`config.mk`:
```
export PLATFORM = sky130hd
export DESIGN_NAME = cci_mpf_shim_vtp_tlb_server_flat
export DESIGN_NICKNAME = d
export VERILOG_FILES = /design/src/rtl/cci_mpf_shim_vtp_tlb_server_if.sv /design/src/rtl/cci_mpf_shim_vtp_tlb_server.sv /design/src/flat_wrapper.sv
export SDC_FILE = /design/constraint.sdc
export NUM_CORES = 2
export LEC_CHECK = 0
export BUFFER_PORTS_ARGS = -buffer_cell sky130_fd_sc_hd__buf_2
export CAP_MARGIN = 20
export CORE_ASPECT_RATIO = 1.25
export CORE_MARGIN = 5
export CORE_UTILIZATION = 55
export CTS_CLUSTER_SIZE = 16
export DETAILED_ROUTE_END_ITERATION = 7
export PLACE_DENSITY = 0.71
export SETUP_SLACK_MARGIN = 0.02
export SLEW_MARGIN = 20
export SYNTH_ARGS = -nofsm -noshare
export SYNTH_HDL_FRONTEND = slang
export SYNTH_SLANG_ARGS = --single-unit
```
`constraint.sdc`:
```
create_clock -name clk -period 6.8 [get_ports clk]
set_input_delay 1.36 -clock clk [delete_from_list [all_inputs] [get_ports clk]]
set_output_delay 1.36 -clock clk [all_outputs]
set_load 0.01 [all_outputs]
```
`src/rtl/cci_mpf_shim_vtp_tlb_server_if.sv`:
```
// ---------------------------------------------------------------------------
// cci_mpf_shim_vtp_tlb_server_if
//
// Lookup/fill bus between the VTP pipeline and walker (master side) and the
// TLB server (slave side).
//
//   lookupPageVAn, lookupEnn   master -> slave   lookup request, port n (0/1)
//   lookupRdyn                 slave  -> master  port n can accept a request
//   lookupValidn, lookupRspPagePAn               hit response, translated PA
//   lookupMissn, lookupMissVAn                   miss response, echoed VA
//   fillEn, fillVA, fillPA     master -> slave   fill request from the walker
//   fillRdy                    slave  -> master  fill can be accepted
// ---------------------------------------------------------------------------
interface cci_mpf_shim_vtp_tlb_server_if #(
    parameter int unsigned VA_IDX_BITS = 36,
    parameter int unsigned PA_IDX_BITS = 26
);
    logic [VA_IDX_BITS-1:0] lookupPageVA0;
    logic [VA_IDX_BITS-1:0] lookupPageVA1;
    logic                   lookupEn0;
    logic                   lookupEn1;
    logic                   lookupRdy0;
    logic                   lookupRdy1;
    logic [PA_IDX_BITS-1:0] lookupRspPagePA0;
    logic [PA_IDX_BITS-1:0] lookupRspPagePA1;
    logic                   lookupValid0;
    logic                   lookupValid1;
    logic                   lookupMiss0;
    logic                   lookupMiss1;
    logic [VA_IDX_BITS-1:0] lookupMissVA0;
    logic [VA_IDX_BITS-1:0] lookupMissVA1;

    logic                   fillEn;
    logic [VA_IDX_BITS-1:0] fillVA;
    logic [PA_IDX_BITS-1:0] fillPA;
    logic                   fillRdy;

    modport master (
        output lookupPageVA0, lookupPageVA1, lookupEn0, lookupEn1,
        output fillEn, fillVA, fillPA,
        input  lookupRdy0, lookupRdy1, lookupRspPagePA0, lookupRspPagePA1,
        input  lookupValid0, lookupValid1, lookupMiss0, lookupMiss1,
        input  lookupMissVA0, lookupMissVA1, fillRdy
    );

    modport slave (
        input  lookupPageVA0, lookupPageVA1, lookupEn0, lookupEn1,
        input  fillEn, fillVA, fillPA,
        output lookupRdy0, lookupRdy1, lookupRspPagePA0, lookupRspPagePA1,
        output lookupValid0, lookupValid1, lookupMiss0, lookupMiss1,
        output lookupMissVA0, lookupMissVA1, fillRdy
    );
endinterface

```
`src/rtl/cci_mpf_shim_vtp_tlb_server.sv`:
```
// ---------------------------------------------------------------------------
// cci_mpf_shim_vtp_tlb_server
//
// Direct-mapped 4KB-page TLB. Serves two independent lookup ports with a
// fixed 2-cycle latency (hit -> PA, miss -> echoed VA) and accepts fills
// from the page table walker. After reset the table is invalidated one
// entry per cycle (INIT) before any request is accepted.
//
// Ports:
//   clk, reset_n           clock, asynchronous active-low reset
//   tlb                    lookup/fill bus (slave modport)
//   statHits, statMisses   response counters, only with
//                          CCI_MPF_VTP_TLB_STATS_EN defined
//
// Optional feature macro: CCI_MPF_VTP_TLB_STATS_EN
// ---------------------------------------------------------------------------
module cci_mpf_shim_vtp_tlb_server #(
    parameter int unsigned NUM_SETS_LOG2 = 6,
    parameter int unsigned VA_IDX_BITS   = 36,
    parameter int unsigned PA_IDX_BITS   = 26
) (
    input  logic clk,
    input  logic reset_n,
    cci_mpf_shim_vtp_tlb_server_if.slave tlb
`ifdef CCI_MPF_VTP_TLB_STATS_EN
    ,
    output logic [31:0] statHits,
    output logic [31:0] statMisses
`endif
);
    localparam int unsigned NUM_SETS = 1 << NUM_SETS_LOG2;
    localparam int unsigned TAG_BITS = VA_IDX_BITS - NUM_SETS_LOG2;

    typedef logic [NUM_SETS_LOG2-1:0] idx_t;
    typedef logic [TAG_BITS-1:0]      tag_t;
    typedef logic [VA_IDX_BITS-1:0]   va_t;
    typedef logic [PA_IDX_BITS-1:0]   pa_t;

    typedef enum logic [0:0] {StInit, StRun} state_e;

    state_e state_q;
    idx_t   initCnt_q;
    logic   rdy_q;

    // Per-port views of the bus
    logic [1:0] lookupEn;
    va_t        lookupVa [2];

    assign lookupEn    = {tlb.lookupEn1, tlb.lookupEn0};
    assign lookupVa[0] = tlb.lookupPageVA0;
    assign lookupVa[1] = tlb.lookupPageVA1;

    // ---------------------------------------------------------------------
    // Table storage: one write port shared by INIT and fills, two read ports
    // ---------------------------------------------------------------------
    logic tblValid [NUM_SETS];
    tag_t tblTag   [NUM_SETS];
    pa_t  tblPa    [NUM_SETS];

    logic wrEn;
    idx_t wrIdx;
    logic wrValid;
    tag_t wrTag;
    pa_t  wrPa;

    always_comb begin
        wrEn    = 1'b0;
        wrIdx   = initCnt_q;
        wrValid = 1'b0;
        wrTag   = '0;
        wrPa    = '0;
        if (state_q == StInit) begin
            wrEn = 1'b1;
        end else if (tlb.fillEn) begin
            wrEn    = 1'b1;
            wrIdx   = tlb.fillVA[NUM_SETS_LOG2-1:0];
            wrValid = 1'b1;
            wrTag   = tlb.fillVA[VA_IDX_BITS-1:NUM_SETS_LOG2];
            wrPa    = tlb.fillPA;
        end
    end

    // Synchronous read samples the table at the same edge a fill writes it,
    // so a lookup accepted alongside a fill sees the pre-fill entry.
    logic [1:0] rdValid_q;
    tag_t       rdTag_q [2];
    pa_t        rdPa_q  [2];

    always_ff @(posedge clk) begin
        if (wrEn) begin
            tblValid[wrIdx] <= wrValid;
            tblTag[wrIdx]   <= wrTag;
            tblPa[wrIdx]    <= wrPa;
        end
        for (int p = 0; p < 2; p++) begin
            rdValid_q[p] <= tblValid[lookupVa[p][NUM_SETS_LOG2-1:0]];
            rdTag_q[p]   <= tblTag[lookupVa[p][NUM_SETS_LOG2-1:0]];
            rdPa_q[p]    <= tblPa[lookupVa[p][NUM_SETS_LOG2-1:0]];
        end
    end

    // ---------------------------------------------------------------------
    // Control FSM and lookup pipeline
    // ---------------------------------------------------------------------
    logic [1:0] s1Valid_q;
    va_t        s1Va_q [2];
    logic [1:0] s2Valid_q;
    va_t        s2Va_q [2];
    logic [1:0] s2EntValid_q;
    tag_t       s2EntTag_q [2];
    pa_t        s2EntPa_q  [2];

    always_ff @(posedge clk or negedge reset_n) begin
        if (!reset_n) begin
            state_q      <= StInit;
            initCnt_q    <= '0;
            rdy_q        <= 1'b0;
            s1Valid_q    <= '0;
            s2Valid_q    <= '0;
            s2EntValid_q <= '0;
            for (int p = 0; p < 2; p++) begin
                s1Va_q[p]     <= '0;
                s2Va_q[p]     <= '0;
                s2EntTag_q[p] <= '0;
                s2EntPa_q[p]  <= '0;
            end
        end else begin
            case (state_q)
                StInit: begin
                    initCnt_q <= initCnt_q + 1'b1;
                    if (initCnt_q == idx_t'(NUM_SETS - 1)) begin
                        state_q <= StRun;
                        rdy_q   <= 1'b1;
                    end
                end
                StRun: begin
                    state_q <= StRun;
                end
                default: begin
                    state_q <= StInit;
                end
            endcase

            for (int p = 0; p < 2; p++) begin
                s1Valid_q[p]    <= lookupEn[p] && rdy_q;
                s1Va_q[p]       <= lookupVa[p];
                s2Valid_q[p]    <= s1Valid_q[p];
                s2Va_q[p]       <= s1Va_q[p];
                s2EntValid_q[p] <= rdValid_q[p];
                s2EntTag_q[p]   <= rdTag_q[p];
                s2EntPa_q[p]    <= rdPa_q[p];
            end
        end
    end

    // ---------------------------------------------------------------------
    // Tag compare and responses
    // ---------------------------------------------------------------------
    logic [1:0] rspHit;
    logic [1:0] rspMiss;
    pa_t        rspPa [2];
    va_t        rspVa [2];

    always_comb begin
        for (int p = 0; p < 2; p++) begin
            rspHit[p]  = s2Valid_q[p] && s2EntValid_q[p] &&
                         (s2EntTag_q[p] == s2Va_q[p][VA_IDX_BITS-1:NUM_SETS_LOG2]);
            rspMiss[p] = s2Valid_q[p] && !rspHit[p];
            rspPa[p]   = rspHit[p]  ? s2EntPa_q[p] : '0;
            rspVa[p]   = rspMiss[p] ? s2Va_q[p]    : '0;
        end
    end

    assign tlb.lookupRdy0       = rdy_q;
    assign tlb.lookupRdy1       = rdy_q;
    assign tlb.fillRdy          = rdy_q;
    assign tlb.lookupValid0     = rspHit[0];
    assign tlb.lookupValid1     = rspHit[1];
    assign tlb.lookupMiss0      = rspMiss[0];
    assign tlb.lookupMiss1      = rspMiss[1];
    assign tlb.lookupRspPagePA0 = rspPa[0];
    assign tlb.lookupRspPagePA1 = rspPa[1];
    assign tlb.lookupMissVA0    = rspVa[0];
    assign tlb.lookupMissVA1    = rspVa[1];

`ifdef CCI_MPF_VTP_TLB_STATS_EN
    // ---------------------------------------------------------------------
    // Saturating response counters
    // ---------------------------------------------------------------------
    logic [31:0] statHits_q;
    logic [31:0] statMisses_q;

    function automatic logic [31:0] satAdd(input logic [31:0] a, input logic [1:0] inc);
        logic [32:0] sum;
        sum = {1'b0, a} + {31'b0, inc};
        return sum[32] ? 32'hFFFF_FFFF : sum[31:0];
    endfunction

    always_ff @(posedge clk or negedge reset_n) begin
        if (!reset_n) begin
            statHits_q   <= '0;
            statMisses_q <= '0;
        end else begin
            statHits_q   <= satAdd(statHits_q, {1'b0, rspHit[0]} + {1'b0, rspHit[1]});
            statMisses_q <= satAdd(statMisses_q, {1'b0, rspMiss[0]} + {1'b0, rspMiss[1]});
        end
    end

    assign statHits   = statHits_q;
    assign statMisses = statMisses_q;
`endif
endmodule

```
`src/flat_wrapper.sv`:
```
// flat-port wrapper written by rule: the top's interface ports become plain ports
module cci_mpf_shim_vtp_tlb_server_flat 
#(
    parameter int unsigned NUM_SETS_LOG2 = 6,
    parameter int unsigned VA_IDX_BITS   = 36,
    parameter int unsigned PA_IDX_BITS   = 26
)
  (clk, reset_n, tlb_lookupPageVA0, tlb_lookupPageVA1, tlb_lookupEn0, tlb_lookupEn1, tlb_fillEn, tlb_fillVA, tlb_fillPA, tlb_lookupRdy0, tlb_lookupRdy1, tlb_lookupRspPagePA0, tlb_lookupRspPagePA1, tlb_lookupValid0, tlb_lookupValid1, tlb_lookupMiss0, tlb_lookupMiss1, tlb_lookupMissVA0, tlb_lookupMissVA1, tlb_fillRdy);
  cci_mpf_shim_vtp_tlb_server_if #(.VA_IDX_BITS(VA_IDX_BITS), .PA_IDX_BITS(PA_IDX_BITS)) tlb_i ();
  input  logic clk;
  input  logic reset_n;
  input wire logic [$bits(tlb_i.lookupPageVA0)-1:0] tlb_lookupPageVA0;
  input wire logic [$bits(tlb_i.lookupPageVA1)-1:0] tlb_lookupPageVA1;
  input wire logic [$bits(tlb_i.lookupEn0)-1:0] tlb_lookupEn0;
  input wire logic [$bits(tlb_i.lookupEn1)-1:0] tlb_lookupEn1;
  input wire logic [$bits(tlb_i.fillEn)-1:0] tlb_fillEn;
  input wire logic [$bits(tlb_i.fillVA)-1:0] tlb_fillVA;
  input wire logic [$bits(tlb_i.fillPA)-1:0] tlb_fillPA;
  output wire logic [$bits(tlb_i.lookupRdy0)-1:0] tlb_lookupRdy0;
  output wire logic [$bits(tlb_i.lookupRdy1)-1:0] tlb_lookupRdy1;
  output wire logic [$bits(tlb_i.lookupRspPagePA0)-1:0] tlb_lookupRspPagePA0;
  output wire logic [$bits(tlb_i.lookupRspPagePA1)-1:0] tlb_lookupRspPagePA1;
  output wire logic [$bits(tlb_i.lookupValid0)-1:0] tlb_lookupValid0;
  output wire logic [$bits(tlb_i.lookupValid1)-1:0] tlb_lookupValid1;
  output wire logic [$bits(tlb_i.lookupMiss0)-1:0] tlb_lookupMiss0;
  output wire logic [$bits(tlb_i.lookupMiss1)-1:0] tlb_lookupMiss1;
  output wire logic [$bits(tlb_i.lookupMissVA0)-1:0] tlb_lookupMissVA0;
  output wire logic [$bits(tlb_i.lookupMissVA1)-1:0] tlb_lookupMissVA1;
  output wire logic [$bits(tlb_i.fillRdy)-1:0] tlb_fillRdy;
  assign tlb_i.lookupPageVA0 = tlb_lookupPageVA0;
  assign tlb_i.lookupPageVA1 = tlb_lookupPageVA1;
  assign tlb_i.lookupEn0 = tlb_lookupEn0;
  assign tlb_i.lookupEn1 = tlb_lookupEn1;
  assign tlb_i.fillEn = tlb_fillEn;
  assign tlb_i.fillVA = tlb_fillVA;
  assign tlb_i.fillPA = tlb_fillPA;
  assign tlb_lookupRdy0 = tlb_i.lookupRdy0;
  assign tlb_lookupRdy1 = tlb_i.lookupRdy1;
  assign tlb_lookupRspPagePA0 = tlb_i.lookupRspPagePA0;
  assign tlb_lookupRspPagePA1 = tlb_i.lookupRspPagePA1;
  assign tlb_lookupValid0 = tlb_i.lookupValid0;
  assign tlb_lookupValid1 = tlb_i.lookupValid1;
  assign tlb_lookupMiss0 = tlb_i.lookupMiss0;
  assign tlb_lookupMiss1 = tlb_i.lookupMiss1;
  assign tlb_lookupMissVA0 = tlb_i.lookupMissVA0;
  assign tlb_lookupMissVA1 = tlb_i.lookupMissVA1;
  assign tlb_fillRdy = tlb_i.fillRdy;
  cci_mpf_shim_vtp_tlb_server #(.NUM_SETS_LOG2(NUM_SETS_LOG2), .VA_IDX_BITS(VA_IDX_BITS), .PA_IDX_BITS(PA_IDX_BITS)) u_core (.clk(clk), .reset_n(reset_n), .tlb(tlb_i));
endmodule
```
=== Yosys cells after proc, flatten, opt, wreduce, memory -nomap -nowiden ===
Memories as Yosys holds them, arrays and structs flattened. A register that Yosys moved wholly into a read port is not among the register bits.
Cells that the tools add are included.

* Bits in registers: 158
* Output and inout bits: 131
* Memories kept: 5
* Logic and storage cells: 52
* Memory bits (writable): 3760

{| class="wikitable"
|+ Memories
! name !! words !! width !! rd ports !! clocked after Yosys merged registers in !! wr ports !! line !! RTL
|-
| u_core.tblTag || 64 || 30 || 2 || 0 || 1 || cci_mpf_shim_vtp_tlb_server.sv:57 || <nowiki>tag_t tblTag [NUM_SETS];</nowiki>
|-
| u_core.tblPa || 64 || 26 || 2 || 0 || 1 || cci_mpf_shim_vtp_tlb_server.sv:58 || <nowiki>pa_t tblPa [NUM_SETS];</nowiki>
|-
| u_core.tblValid || 64 || 1 || 2 || 2 || 1 || cci_mpf_shim_vtp_tlb_server.sv:56 || <nowiki>logic tblValid [NUM_SETS];</nowiki>
|-
| u_core.rdTag_q || 2 || 30 || 2 || 2 || 2 || cci_mpf_shim_vtp_tlb_server.sv:86 || <nowiki>tag_t rdTag_q [2];</nowiki>
|-
| u_core.rdPa_q || 2 || 26 || 2 || 2 || 2 || cci_mpf_shim_vtp_tlb_server.sv:87 || <nowiki>pa_t rdPa_q [2];</nowiki>
|}

* Eq/ne operators: 3
* Bitwise logic cells: 1
* Reduce and logical (&&, ||, !) cells: 15
* Add/subtract/negate cells: 1
* Mux-type cells: 17

{| class="wikitable"
|+ Operator list
! operator !! number
|-
| 26-bit two-way mux || 4
|-
| 36-bit two-way mux || 2
|-
| 30-bit == test || 2
|-
| 30-bit two-way mux || 2
|-
| 6-bit two-way mux || 2
|-
| 1-bit logical AND || 8
|-
| 6-bit by 1-bit adder with 6-bit output (second input constant) || 1
|-
| 6-bit == test (second input constant) || 1
|-
| 1-bit zero test || 6
|-
| 1-bit two-way mux || 6
|-
| 1-bit case mux with 2 select lines || 1
|-
| 2-bit AND reduction || 1
|-
| 1-bit inverter || 1
|}

=== Longest topological paths before layout ===
* Depth in word-level cells: 5
* Gate-level depth with buffers: 10

=== Least setup slack after synthesis ===
No wires, ideal clock.

* Kind: input port to flip-flop
* Start point: in tlb_fillEn
* End point: mem u_core.tblPa[50][0] (netlist name) (enable)
* Cell stages on the path: 5
* Setup slack: -0.263 ns
* Arrival: 6.521 ns
* Buffers on the path: 0
* Required time: 6.258 ns
* Cells stage by stage: nand2_1 inv_2 mux2i_1 nand2_1 nor3_1

* Word-level cells in the longest chain between the ends: 4

{| class="wikitable"
|+ RTL lines
! item !! line !! RTL
|-
| from (decl) || flat_wrapper.sv:16 || <nowiki>input wire logic [$bits(tlb_i.fillEn)-1:0] tlb_fillEn;</nowiki>
|-
| 1-bit two-way mux || cci_mpf_shim_vtp_tlb_server.sv:74 || <nowiki>end else if (tlb.fillEn) begin</nowiki>
|-
| 1-bit two-way mux || cci_mpf_shim_vtp_tlb_server.sv:72 || <nowiki>if (state_q == StInit) begin</nowiki>
|-
| 1-bit two-way mux || cci_mpf_shim_vtp_tlb_server.sv:90 || <nowiki>if (wrEn) begin</nowiki>
|-
| 1-bit two-way mux (implied by the code) || cci_mpf_shim_vtp_tlb_server.sv:93 || <nowiki>tblPa[wrIdx] <= wrPa;</nowiki>
|-
| to (decl) || cci_mpf_shim_vtp_tlb_server.sv:58 ||
|}

Several ways; a longest one is shown, not always the timed one.

=== Worst setup path after layout ===
* Start point: reg u_core.s2EntValid_q[0]
* End point: out tlb_lookupMissVA0[23]

* Word-level cells in the longest chain between the ends: 5

{| class="wikitable"
|+ RTL lines
! item !! line !! RTL
|-
| from (decl) || cci_mpf_shim_vtp_tlb_server.sv:109 || <nowiki>logic [1:0] s2EntValid_q;</nowiki>
|-
| from (signal, indexed assignment) || cci_mpf_shim_vtp_tlb_server.sv:149 || <nowiki>s2EntValid_q[p] <= rdValid_q[p];</nowiki>
|-
| 1-bit logical AND (2 in a row) || cci_mpf_shim_vtp_tlb_server.sv:166 || <nowiki>rspHit[p] = s2Valid_q[p] && s2EntValid_q[p] &&</nowiki>
|-
| 1-bit zero test || cci_mpf_shim_vtp_tlb_server.sv:168 || <nowiki>rspMiss[p] = s2Valid_q[p] && !rspHit[p];</nowiki>
|-
| 1-bit logical AND || cci_mpf_shim_vtp_tlb_server.sv:168 ||
|-
| 36-bit two-way mux || cci_mpf_shim_vtp_tlb_server.sv:170 || <nowiki>rspVa[p] = rspMiss[p] ? s2Va_q[p] : '0;</nowiki>
|-
| to (decl) || flat_wrapper.sv:27 || <nowiki>output wire logic [$bits(tlb_i.lookupMissVA0)-1:0] tlb_lookupMissVA0;</nowiki>
|}

Every way passes these cells.

==> run metrics <==
status=complete, no violations; Post-CTS Hold Fix Bufs=0; Placed Cells=13.0k; vias in the first global route=107k; clock transition at the registers of the reported paths=0.06 ns; sequential share of the synthesized area=0.668; Arr. time, crit path=3.88 ns; startpoint types=flop; Sw Ratio=0.222; net switching power=11.5 mW; number of synthesized flops with an enable pin=3648; Crit. End Element=output pin; worst-case headroom to the max-slew limit=0.154; Design Power=51.7 mW; routed length per instance=46.6 microns; Max-cap violations=0; post-cts sizing count=0; Seq pwr share=0.523; TritonCTS Buffers=379; Clk pwr share=0.425; first-pass GRT wire length=871 mm; ANT nets after route=0; Worst R2R Path Depth=7; clock latency on the worst-skew pair=0.97 ns; yosys synthesis warning count=0; Max clock buf depth=4; Hold Slack=0.308 ns; hold crit path type=flop to flop; Hold Path Cell Cnt=0; final net count=9266; TritonCTS Sinks=4032; kind of critical path=flop to output pin; grt total ovfl=0; Post-DP Area=0.185 sq mm; chip height=645 microns; GRT Util Overall=0.378; via count=109k; Setup violations, final=0; final instance area=0.198 sq mm; RSZ-0062 raised after global routing=false; Worst EP required=5.44 ns; Max IR drop VDD=0.000252 V; Placer Congestion=0.917; largest net degree at the start of global routing=164; Worst-Margin Slew=1.27 ns; synthesized area per cell=20.2 sq um; crit-path max FO=37; Main synth FF type=edfxtp_1; setup repair bufs after CTS=0; clock skew=0.0533 ns; Yosys reg bits=4032; Combinational Power Share=0.052; ratio of cells with drive above 1 in the final layout=0.344; Leakage=53.0 nW; setup slack at placement=1.30 ns; IO Port Bufs=269; area of the mapped netlist=0.177 sq mm; TNS Setup=0 ns; # DRC=0; CTS tree=yes; internal power=40.2 mW; Root Driver=clkbuf_16; Net Count, Synth=8917; crit share post-route=0.771; vias per std cell=7.92; initial antenna violation count=60; minimum clock period=5.24 ns; post-synthesis instance total=8777; Final Hold Vio Count=0; P&R area growth vs syn=11.8%; ys async rst share=0.0670; Detailed Routing Iterations Pass 1=8; CORE AREA=0.322 sq mm; post-DP HPWL=376 mm; Die X=518 microns; Synth cell types=59; Post-Route Utilization=0.617; initial core utilization=0.551; FP Rows=233; f_max=0.191 GHz; IO Pins=270; power density over cell area=260 mW/mm^2; final wirelength=641 mm; final count of pins violating max slew=0; Worst Slack Setup Final=1.56 ns; Die ar.=0.334 sq mm; Starting DRT DRC Count=20.2k; H-tree depth=5; Finished Layout Cells=13.8k
-- power groups by stage --
stage	Clock [mW]	Sequential [mW]	Combinational, mW
6_report	22.0	27.0	2.68
5_1_grt	23.0	27.0	2.71
4_1_cts	21.9	27.0	2.60
3_5_place_dp	0	27.5	2.59
3_3_place_gp	0	27.5	2.58
2_1_floorplan	0	27.4	1.51
-- cells in the final DEF (no fill, tap or decap), drive strengths merged, types with 82 or more instances in the layout --
master  count
a21oi     147
mux4     1715
nor2      222
a221oi    220
a22oi     125
and2       82
diode      92
dfxtp     114
a22o      146
o22ai     248
edfxtp   3648
mux2i     268
dfrtp     270
mux2      116
o221ai     85
and3      114
clkbuf    491
buf       669
clkinv    123
nand2     102
-- cells by family (layout without fill, tap and decap cells) --
family          count (synthesis)  after routing  share of synthesized area
flops                        4032           4032                      0.668
mux                          2099           2099                      0.240
compound gates               1122           1122                     0.0468
simple gates                  753            753                     0.0220
buf+inv                       705           1365                     0.0198
xor+xnor                       65             65                    0.00321
fa+ha+maj                       1              1                  0.0000705
other cells                     0             92                          0
-- flip-flops by register name (all words and copies together), names as in the netlist --
signal               flops
u_core.s2Va_q           72
u_core.tlb.fillRdy       1
u_core.s1Va_q           72
u_core.initCnt_q         6
u_core.s2EntTag_q       60
u_core.rdTag_q          60
u_core.tblPa          1664
u_core.s2EntPa_q        52
u_core.state_q           1
u_core.rdValid_q         2
u_core.tblTag         1920
u_core.s2Valid_q         2
u_core.s2EntValid_q      2
u_core.tblValid         64
u_core.rdPa_q           52
u_core.s1Valid_q         2
-- cells in the mapped netlist (4+ instances only) --
cell	number	area [sq um]
a311oi_1	28	245
a211oi_1	48	360
buf_2	198	991
o221ai_1	85	744
o21ai_0	27	135
xor2_1	7	61.3
dfxtp_1	114	2280
nand2b_1	30	188
edfxtp_1	3648	110000
nand4_1	17	106
a221oi_1	220	1930
a21o_1	6	45.0
buf_4	100	751
dfrtp_1	270	6760
a31oi_1	6	37.5
and2_1	82	513
nor4_4	4	85.1
o31ai_1	9	67.6
mux2i_1	268	2680
xnor2_1	58	508
or4_1	4	30.0
mux2_2	116	1310
buf_1	52	195
nand2_1	102	383
o22ai_1	248	1550
clkbuf_1	320	1200
a31o_2	5	43.8
nor3_1	55	275
a22o_1	146	1280
nand3_1	33	165
o32ai_1	4	35.0
buf_6	30	338
and3_1	114	713
nor4_1	11	68.8
a22oi_1	125	938
mux4_2	1715	38600
a21oi_1	147	736
or2_2	9	56.3
or3b_2	4	35.0
nand3b_1	9	67.6
nor2_1	222	833
nor2b_1	49	307
-- worst max-delay path: stages (launching register included) --
cell      delay (ns)
dfrtp_1         0.45
nand2_1         0.28
or4_4           0.57
nor4_4          0.34
buf_4           0.43
a21boi_4        0.09
buf_4           0.31
and2_1          0.26
buf_2           0.14
-- final timing paths --
| path | start | to | slack, ns |
|---|---|---|---|
| max in group asynchronous | reset_n | u_core.s2Va_q[17] | 4.77 |
| worst min register to register | u_core.rdTag_q[0][11] | u_core.s2EntTag_q[41] | 0.31 |
| min in group asynchronous | reset_n | u_core.s2EntPa_q[42] | 0.51 |
| worst max-delay path | u_core.s2EntValid_q[0] | tlb_lookupMissVA0[23] | 1.56 |
| worst min-delay path | u_core.rdTag_q[0][11] | u_core.s2EntTag_q[41] | 0.31 |
| worst max register to register | u_core.state_q | u_core.tblTag[0][3] | 2.04 |
-- layout make-up --
| class | count | area (sq um) |
|---|---|---|
| sequential | 4032 | 119000 |
| clock buffer | 491 | 10200 |
| fill | 21860 | 123000 |
| clock inverter | 201 | 2330 |
| multi-input combinational | 4040 | 56300 |
| tap | 4230 | 5290 |
| inverter | 4 | 16.3 |
| timing repair buffer | 669 | 5440 |
| antenna | 92 | 230 |
-- routing by layer --
metal	GRT usage	routed length (microns)	vias up
met5	0.00413	441	-
met2	0.555	284000	11211
met4	0.280	59000	44
met3	0.136	101000	2676
li1	-	-	38871
met1	0.467	196000	56176
Power figures use the tool's default switching activity.
